File: config.mk
export PLATFORM = sky130hd
export DESIGN_NAME = fetch_unit
export DESIGN_NICKNAME = d
export VERILOG_FILES = /design/src/rtl/fetch_pkg.sv /design/src/rtl/fetch_unit.sv
export SDC_FILE = /design/constraint.sdc
export NUM_CORES = 1
export LEC_CHECK = 0
export ABC_AREA = 0
export CORE_MARGIN = 4
export CORE_UTILIZATION = 37
export CTS_BUF_LIST = sky130_fd_sc_hd__clkbuf_4
export CTS_CLUSTER_SIZE = 25
export DETAILED_ROUTE_END_ITERATION = 16
export GPL_TIMING_DRIVEN = 0
export SLEW_MARGIN = 20
export SYNTH_ARGS = -nofsm -noshare
export SYNTH_HDL_FRONTEND = slang
export SYNTH_SLANG_ARGS = --single-unit
File: constraint.sdc
create_clock -name CLK -period 2.1 [get_ports CLK]
set_clock_uncertainty 0.1 [all_clocks]
set_input_delay 0.42 -clock CLK [delete_from_list [all_inputs] [get_ports CLK]]
set_output_delay 0.42 -clock CLK [all_outputs]
set_load 0.01 [all_outputs]
File: src/rtl/fetch_pkg.sv
// Shared fetch-stage types and constants; also imported by decode and the hazard unit.
package fetch_pkg;

  typedef enum logic [1:0] {
    IDLE = 2'd0,
    REQ  = 2'd1,
    WAIT = 2'd2
  } fetch_state_e;

  localparam logic [31:0] NOP_INSTR        = 32'h0000_0000;
  localparam logic [31:0] DEFAULT_RESET_PC = 32'h0000_0000;
  localparam logic [31:0] DEFAULT_PC_STEP  = 32'd4;

endpackage

File: src/rtl/fetch_unit.sv
// Instruction-fetch stage: owns the PC, keeps one IMEM request in flight and fills
// a single IF/ID output slot, honouring STALL and flushing on REDIRECT.
module fetch_unit
  import fetch_pkg::*;
#(
  parameter logic [31:0] RESET_PC = DEFAULT_RESET_PC,
  parameter logic [31:0] PC_STEP  = DEFAULT_PC_STEP
) (
  input  logic        CLK,
  input  logic        RESET_N,
  input  logic        STALL,
  input  logic        REDIRECT,
  input  logic [31:0] REDIRECT_PC,
  output logic        IMEM_REQ,
  output logic [31:0] IMEM_ADDR,
  input  logic        IMEM_GNT,
  input  logic        IMEM_RVALID,
  input  logic [31:0] IMEM_RDATA,
  output logic [31:0] INSTR_OUT,
  output logic [31:0] COUNTER_OUT,
  output logic        VALID_OUT
);

  fetch_state_e state_q, state_d;
  logic [31:0]  pc_q, pc_d;
  logic [31:0]  fpc_q, fpc_d;
  logic         drop_q, drop_d;
  logic [31:0]  instr_q, instr_d;
  logic [31:0]  counter_q, counter_d;
  logic         valid_q, valid_d;
  logic         imem_req;
  logic         consume;

  // Requesting only when the slot is empty or draining this edge means a
  // response can always be written without a skid buffer.
  assign consume  = valid_q && !STALL;
  assign imem_req = (state_q == REQ) && (!valid_q || !STALL);

  always_comb begin
    state_d   = state_q;
    pc_d      = pc_q;
    fpc_d     = fpc_q;
    drop_d    = drop_q;
    instr_d   = instr_q;
    counter_d = counter_q;
    valid_d   = valid_q;

    if (consume) valid_d = 1'b0;

    case (state_q)
      IDLE: state_d = REQ;
      REQ: begin
        if (imem_req && IMEM_GNT) begin
          fpc_d   = pc_q;
          pc_d    = pc_q + PC_STEP;
          state_d = WAIT;
          if (REDIRECT) drop_d = 1'b1;
        end
      end
      WAIT: begin
        if (IMEM_RVALID) begin
          state_d = REQ;
          drop_d  = 1'b0;
          if (!drop_q && !REDIRECT) begin
            instr_d   = IMEM_RDATA;
            counter_d = fpc_q + PC_STEP;
            valid_d   = 1'b1;
          end
        end else if (REDIRECT) begin
          drop_d = 1'b1;
        end
      end
      default: state_d = IDLE;
    endcase

    // Redirect overrides both the sequential PC update and any slot fill above.
    if (REDIRECT && (state_q != IDLE)) begin
      pc_d    = REDIRECT_PC;
      valid_d = 1'b0;
    end
  end

  always_ff @(posedge CLK or negedge RESET_N) begin
    if (!RESET_N) begin
      state_q   <= IDLE;
      pc_q      <= RESET_PC;
      fpc_q     <= RESET_PC;
      drop_q    <= 1'b0;
      instr_q   <= NOP_INSTR;
      counter_q <= '0;
      valid_q   <= 1'b0;
    end else begin
      state_q   <= state_d;
      pc_q      <= pc_d;
      fpc_q     <= fpc_d;
      drop_q    <= drop_d;
      instr_q   <= instr_d;
      counter_q <= counter_d;
      valid_q   <= valid_d;
    end
  end

  assign IMEM_REQ    = imem_req;
  assign IMEM_ADDR   = pc_q;
  assign INSTR_OUT   = instr_q;
  assign COUNTER_OUT = counter_q;
  assign VALID_OUT   = valid_q;

endmodule

==> results of run 1 <==
[cells in the mapped netlist (2+ instances only)]
master,number,area share (%)
nand2b_1,2,0.21
and2_1,3,0.31
nor4_4,2,0.71
a21oi_1,3,0.25
or4_1,2,0.25
buf_4,3,0.37
dfrtp_1,132,55
inv_1,4,0.25
o21ai_0,55,4.6
and3_1,10,1.0
clkbuf_1,20,1.2
mux2_1,30,5.6
mux2_2,5,0.93
nor3_1,3,0.25
xor2_1,31,4.5
xnor2_1,24,3.5
ha_1,2,0.42
nor2_1,15,0.93
o21ai_1,7,0.58
buf_1,2,0.12
a31oi_1,2,0.21
nor4_1,9,0.93
nand4_1,20,2.1
nand2_1,167,10
and4_1,5,0.73
nand3_1,27,2.2
buf_2,2,0.17
[final cells by class]
| class | instances | area, sq um |
|---|---|---|
| Inverter | 4 | 15.0 |
| Tap cell | 216 | 270 |
| Fill cell | 1451 | 7240 |
| Timing Repair Buffer | 209 | 2050 |
| Buffer | 26 | 120 |
| Sequential cell | 132 | 3330 |
| Clock buffer | 19 | 143 |
| Antenna cell | 1 | 2.50 |
| Clock inverter | 13 | 140 |
| Multi-Input combinational cell | 438 | 2630 |
[cell families (layout without fill, tap and decap cells)]
family                     count (synthesis)  in the layout  synth area share [%]
buffers and inverters                     32            271                  2.24
muxes                                     35             35                  6.54
DFF                                      132            132                  54.9
AOI/OAI and AO/OA                         71             71                  6.13
adders and majority gates                  2              2                 0.415
other                                      0              1                     0
xor gates and xnor gates                  55             55                  8.00
and+or+nand+nor                          275            275                  21.8
[metal layers]
| layer | wire length, um | share of wire, % | track usage [%] | vias to the layer above |
|---|---|---|---|---|
| li1 | - | - | - | 2512 |
| met1 | 7460 | 44 | 23.9 | 2441 |
| met2 | 8030 | 48 | 30.1 | 171 |
| met3 | 1090 | 6.5 | 5.31 | 21 |
| met4 | 313 | 1.9 | 7.05 | 0 |
| met5 | 0 | 0 | 0 | - |
[per-stage QoR]
stage,TNS (ps),utilization (%),instance area [sq um]
3_5_place_dp,-53470,50.2,8000
2_1_floorplan,0,-,6020
6_report,0,54.6,8700
3_3_place_gp,-647300,50.0,7960
4_1_cts,0,53.4,8520
5_1_grt,-170,54.6,8700
[registers in the layout, summed over array words and instances, names as in the netlist]
name         flops
COUNTER_OUT     32
IMEM_ADDR       32
INSTR_OUT       32
VALID_OUT        1
drop_q           1
fpc_q           32
state_q          2
[worst paths after layout]
path,slack (ps),depth (start not counted),to
setup / recovery,50,9,IMEM_ADDR[17]$_DFFE_PN0P_
hold / removal,230,2,INSTR_OUT[11]$_DFFE_PN0P_
setup reg to reg,50,9,IMEM_ADDR[17]$_DFFE_PN0P_
hold reg to reg,390,2,COUNTER_OUT[4]$_DFFE_PN0P_
max in group asynchronous,910,3,IMEM_ADDR[11]$_DFFE_PN0P_
min in group CLK,280,3,IMEM_ADDR[0]$_DFFE_PN0P_
[where the power goes]
group | total (W) | leakage [nW] | internal [W] | switching (W)
Sequential | 0.00453 | 1.64 | 0.00363 | 0.000900
Clock | 0.00173 | 0.160 | 0.000827 | 0.000905
Combinational | 0.00479 | 2.14 | 0.00258 | 0.00222
Total | 0.0111 | 3.94 | 0.00703 | 0.00402
[repair_timing]
item | 4_1_cts | 5_1_grt
setup endpoints to repair | 93 | 52
endpoints found under the hold margin | 39 | 0
pin swaps | 0 | 4
setup buffers | 27 | 13
hold buffers | 1 | 0
gates resized for setup | 39 | 26
==> qor.yml, run 1 <==
crit_path_end_kind: "register"
hp-class: "primary input to asynchronous set/reset pin"
crit_fanout: 9
portBuffers: 167
clkSlewWorstSetupHoldPaths_ps: 110
drt_first_pass_iters: 4
dp_cells: 986
clkLatencyLatePin_ps: 560
max_slew_margin_pct: 64.4
io_pins: 168
ys_types: 42
die-area_sq_um: 18400
crit_chain: "buf_4, buf_4, nand4_1, buf_4, nor4_4, buf_4, nand4_1, xor2_1, o21ai_0"
drt_wl_total_um: 16900
gp_congestion: 0.849
max_freq_mhz: 488
outcome: "completed"
worst_r2r_startpoint: "IMEM_ADDR[3]$_DFFE_PN0P_"
vias: 5145
startpoint_type: "register"
cap_violations: 0
critical_path.max_stage_delay_ps: 420
cp-startpoint: "IMEM_ADDR[3]$_DFFE_PN0P_"
tritoncts: "done"
ys_seq_area_share_pct: 54.9
p_per_area_nw_per_um2: 1270
synth-async-reset-ratio_pct: 100
final_cell_mix: "nand2_1 (167), clkdlybuf4s50_1 (142), dfrtp_1 (112), o21ai_0 (55), buf_4 (42)"
path_class: "register to register"
crit_arrival_ps: 2390
finalSetupViolations: 0
rsz0062_at_grt: "true"
grt_usage_pct: 18.7
syn_to_final_growth_pct: 44.4
vias_per_cell: 4.86
synth-edff-count: 0
overflow: 0
min_period_ps: 2050
hold_slack_ps: 229
drt_iter0_markers: 326
h-tree-depth: 4
slowest_stage: "dfrtp_1"
cts.sinks: 132
cpMostUsedCell: "buf_4"
grt_max_degree: 94
start_util_pct: 37.8
vdd_drop_max_mv: 0.477
cts_buffer_depth: 2
pre_cts_ws_ps: -579
cts_made_buffers: 17
synth_flop_cell: "dfrtp_1"
worstPathRequired_ps: 2440
ys_ff_latch: 132
syn_inst: 602
die_width_um: 136
hpwl_um: 12400
setup_ws_ps: 50.1
power.total_w: 0.0111
synth.net_count: 674
drc: 0
yosysWarnings: 0
synth_area_sq_um: 6020
report.final.slew_viol_count: 0
layout_commonest_cell: "nand2_1"
fin_nets: 900
root_buffer: "clkbuf_4"
report.final.hold_viol_count: 0
grt_pass1_vias: 5233
fin_crit_sh_pct: 97.6
worst_pin_slew_ps: 527
drive_above_1_share_pct: 14.1
instances_no_fill: 1058
core-area_sq_um: 15900
rows: 46
route.detailed.wl_per_inst_um: 16.0
syn_avg_cell_area_sq_um: 10.0
drt.antenna.violating_nets: 0
antenna_found_initial: 1
p_leak_nw: 3.94
grt_pass1_wl_um: 26800
path_delay_family: "buffers and inverters"
critPathBufInv: 4
die_y_um: 136
(Power assumes the default switching activity.)
==> run 2: changes to the inputs <==
--- a/config.mk
+++ b/config.mk
@@ -6,12 +6,14 @@
 export NUM_CORES = 1
 export LEC_CHECK = 0
 export ABC_AREA = 0
+export CORE_ASPECT_RATIO = 0.75
 export CORE_MARGIN = 4
 export CORE_UTILIZATION = 37
 export CTS_BUF_LIST = sky130_fd_sc_hd__clkbuf_4
 export CTS_CLUSTER_SIZE = 25
 export DETAILED_ROUTE_END_ITERATION = 16
 export GPL_TIMING_DRIVEN = 0
+export HOLD_SLACK_MARGIN = 0.02
 export SLEW_MARGIN = 20
 export SYNTH_ARGS = -nofsm -noshare
 export SYNTH_HDL_FRONTEND = slang
==> run 2 against run 1 <==
Global-route usage about the same. Cell area fell by 0.19%. Clock-buffer cell count shrank 1. Utilization shrank 0.18 points. First-iteration DRC count grew 1.8%. Largest power group unchanged.
==> qor.yml, run 2 (same netlist as run 1, synthesis figures left out) <==
grt_pass1_wl_um: 27300  # +1.9%
final_area_sq_um: 8680  # -0.19%
max_freq_mhz: 495  # +1.5%
worst_pin_slew_ps: 592  # +64.4 ps
tritoncts: "done"
syn_to_final_growth_pct: 44.2
grt_usage_pct: 18.6  # about the same
io_pins: 168  # unchanged
p_per_area_nw_per_um2: 1270  # about the same
cap_violations: 0  # unchanged
grt_max_degree: 95  # +1.1%
antenna_cells: 0  # -1
finalSetupViolations: 0  # unchanged
drt.antenna.violating_nets: 0  # unchanged
fin_util_pct: 54.4  # -0.18 points
crit_arrival_ps: 1500  # -890 ps
die-area_sq_um: 18400  # +0.12%
hpwl_um: 12900  # +4.3%
rsz0062_at_grt: "true"
die_y_um: 118  # -13%
route.detailed.wl_per_inst_um: 16.3  # +1.9%
crit_path_end_kind: "output pin"
startpoint_type: "register"
gp_congestion: 0.852  # +0.34%
slowest_stage: "clkdlybuf4s50_1"
start_util_pct: 37.7  # -0.053 points
crit_fanout: 4  # -5
postPlaceCellArea_sq_um: 7990  # about the same
rows: 40  # -13%
layout_commonest_cell: "nand2_1"
grt_pass1_vias: 5187  # -0.88%
worstPathRequired_ps: 1580  # -860 ps
crit_chain: "clkdlybuf4s50_1"
cts.sinks: 132  # unchanged
report.final.hold_viol_count: 0  # unchanged
vias: 5170  # +0.49%
overflow: 0  # unchanged
vias_per_cell: 4.90  # +0.77%
max_slew_margin_pct: 60.3  # -4.1 points
fin_nets: 904  # +0.44%
critPathBufInv: 1  # -3
h-tree-depth: 4  # unchanged
portBuffers: 167  # unchanged
die_width_um: 155  # +15%
vdd_drop_max_mv: 0.480  # +0.61%
fillers: 1420  # -2.1%
clkLatencyLatePin_ps: 530  # -30 ps
core-area_sq_um: 16000  # +0.14%
cts_made_buffers: 17  # unchanged
report.final.slew_viol_count: 0  # unchanged
cts_buffer_depth: 2  # unchanged
p_leak_nw: 3.90  # -1.0%
path_class: "register to output pin"
outcome: "completed"
drive_above_1_share_pct: 15.3  # +1.1 points
min_period_ps: 2020  # -29.4 ps
root_buffer: "clkbuf_4"
fin_crit_sh_pct: 96.2  # -1.4 points
hp-class: "primary input to asynchronous set/reset pin"
drt_iter0_markers: 332  # +1.8%
clkSlewWorstSetupHoldPaths_ps: 120  # about the same
drt_wl_total_um: 17200  # +1.6%
antenna_found_initial: 0  # -1
path_delay_family: "buffers and inverters"
drc: 0  # unchanged
drt_first_pass_iters: 5  # +1
final_cell_mix: "nand2_1 (167), clkdlybuf4s50_1 (147), dfrtp_1 (108), o21ai_0 (55), buf_4 (48)"
critical_path.max_stage_delay_ps: 560  # +140 ps
[run 2: routing by layer]
metal,track usage (%),up-vias,wire length (um),share of wire [%]
met5,0,-,0,0
met4,5.19,0,180,1.0
met3,4.06,15,867,5.1
met2,27.9,148,7820,46
met1,27.3,2484,8290,48
li1,-,2523,-,-
[run 2: area by class of cell]
class / instances / area (sq um) / share of cell area (%)
well taps: 210 / 263 / 3.03
clock buffers: 18 / 135 / 1.56
repair buffers: 213 / 2070 / 23.8
flip-flops and latches: 132 / 3330 / 38.4
plain buffers: 26 / 118 / 1.35
inverters: 4 / 15.0 / 0.173
clock inverters: 14 / 138 / 1.59
multi-input cells: 438 / 2620 / 30.1
[run 2: timing repair]
action,in CTS,in global routing
buffers inserted,16,28
hold buffers,1,0
resized for setup,42,20
endpoints found under the setup margin,80,83
pin swaps,0,1
hold endpoints to repair,40,0
[run 2: worst paths after layout]
| path | from | to | slack [ps] | depth (start not counted) |
|---|---|---|---|---|
| min in group CLK | REDIRECT_PC[1] | IMEM_ADDR[1]$_DFFE_PN0P_ | 310 | 3 |
| max in group asynchronous | RESET_N | state_q[0]$_DFFE_PN0P_ | 920 | 3 |
| hold reg to reg | COUNTER_OUT[15]$_DFFE_PN0P_ | COUNTER_OUT[15]$_DFFE_PN0P_ | 390 | 2 |
| setup reg to reg | state_q[0]$_DFFE_PN0P_ | INSTR_OUT[10]$_DFFE_PN0P_ | 100 | 4 |
| hold / removal | RESET_N | INSTR_OUT[9]$_DFFE_PN0P_ | 230 | 2 |
| setup / recovery | IMEM_ADDR[16]$_DFFE_PN0P_ | IMEM_ADDR[16] | 80 | 1 |
[run 2: stage by stage]
step	std cells	TNS [ps]	hold WS, ps	worst slack, ps	total power, W
after global routing	1055	-40.6	224	-14.7	0.0118
after global placement	979	-638220	355	-4490	0.00883
after floorplan	602	0	24.4	195	0.00640
after CTS	1028	0	202	0.453	0.0108
after detailed placement	980	-49600	218	-521	0.00897
final	1055	0	232	79.5	0.0110
[run 2: power by group]
part	total (W)	switching (W)	internal [W]
logic	0.00477	0.00217	0.00259
registers	0.00462	0.000985	0.00363
clock network	0.00165	0.000941	0.000712
total	0.0110	0.00410	0.00694
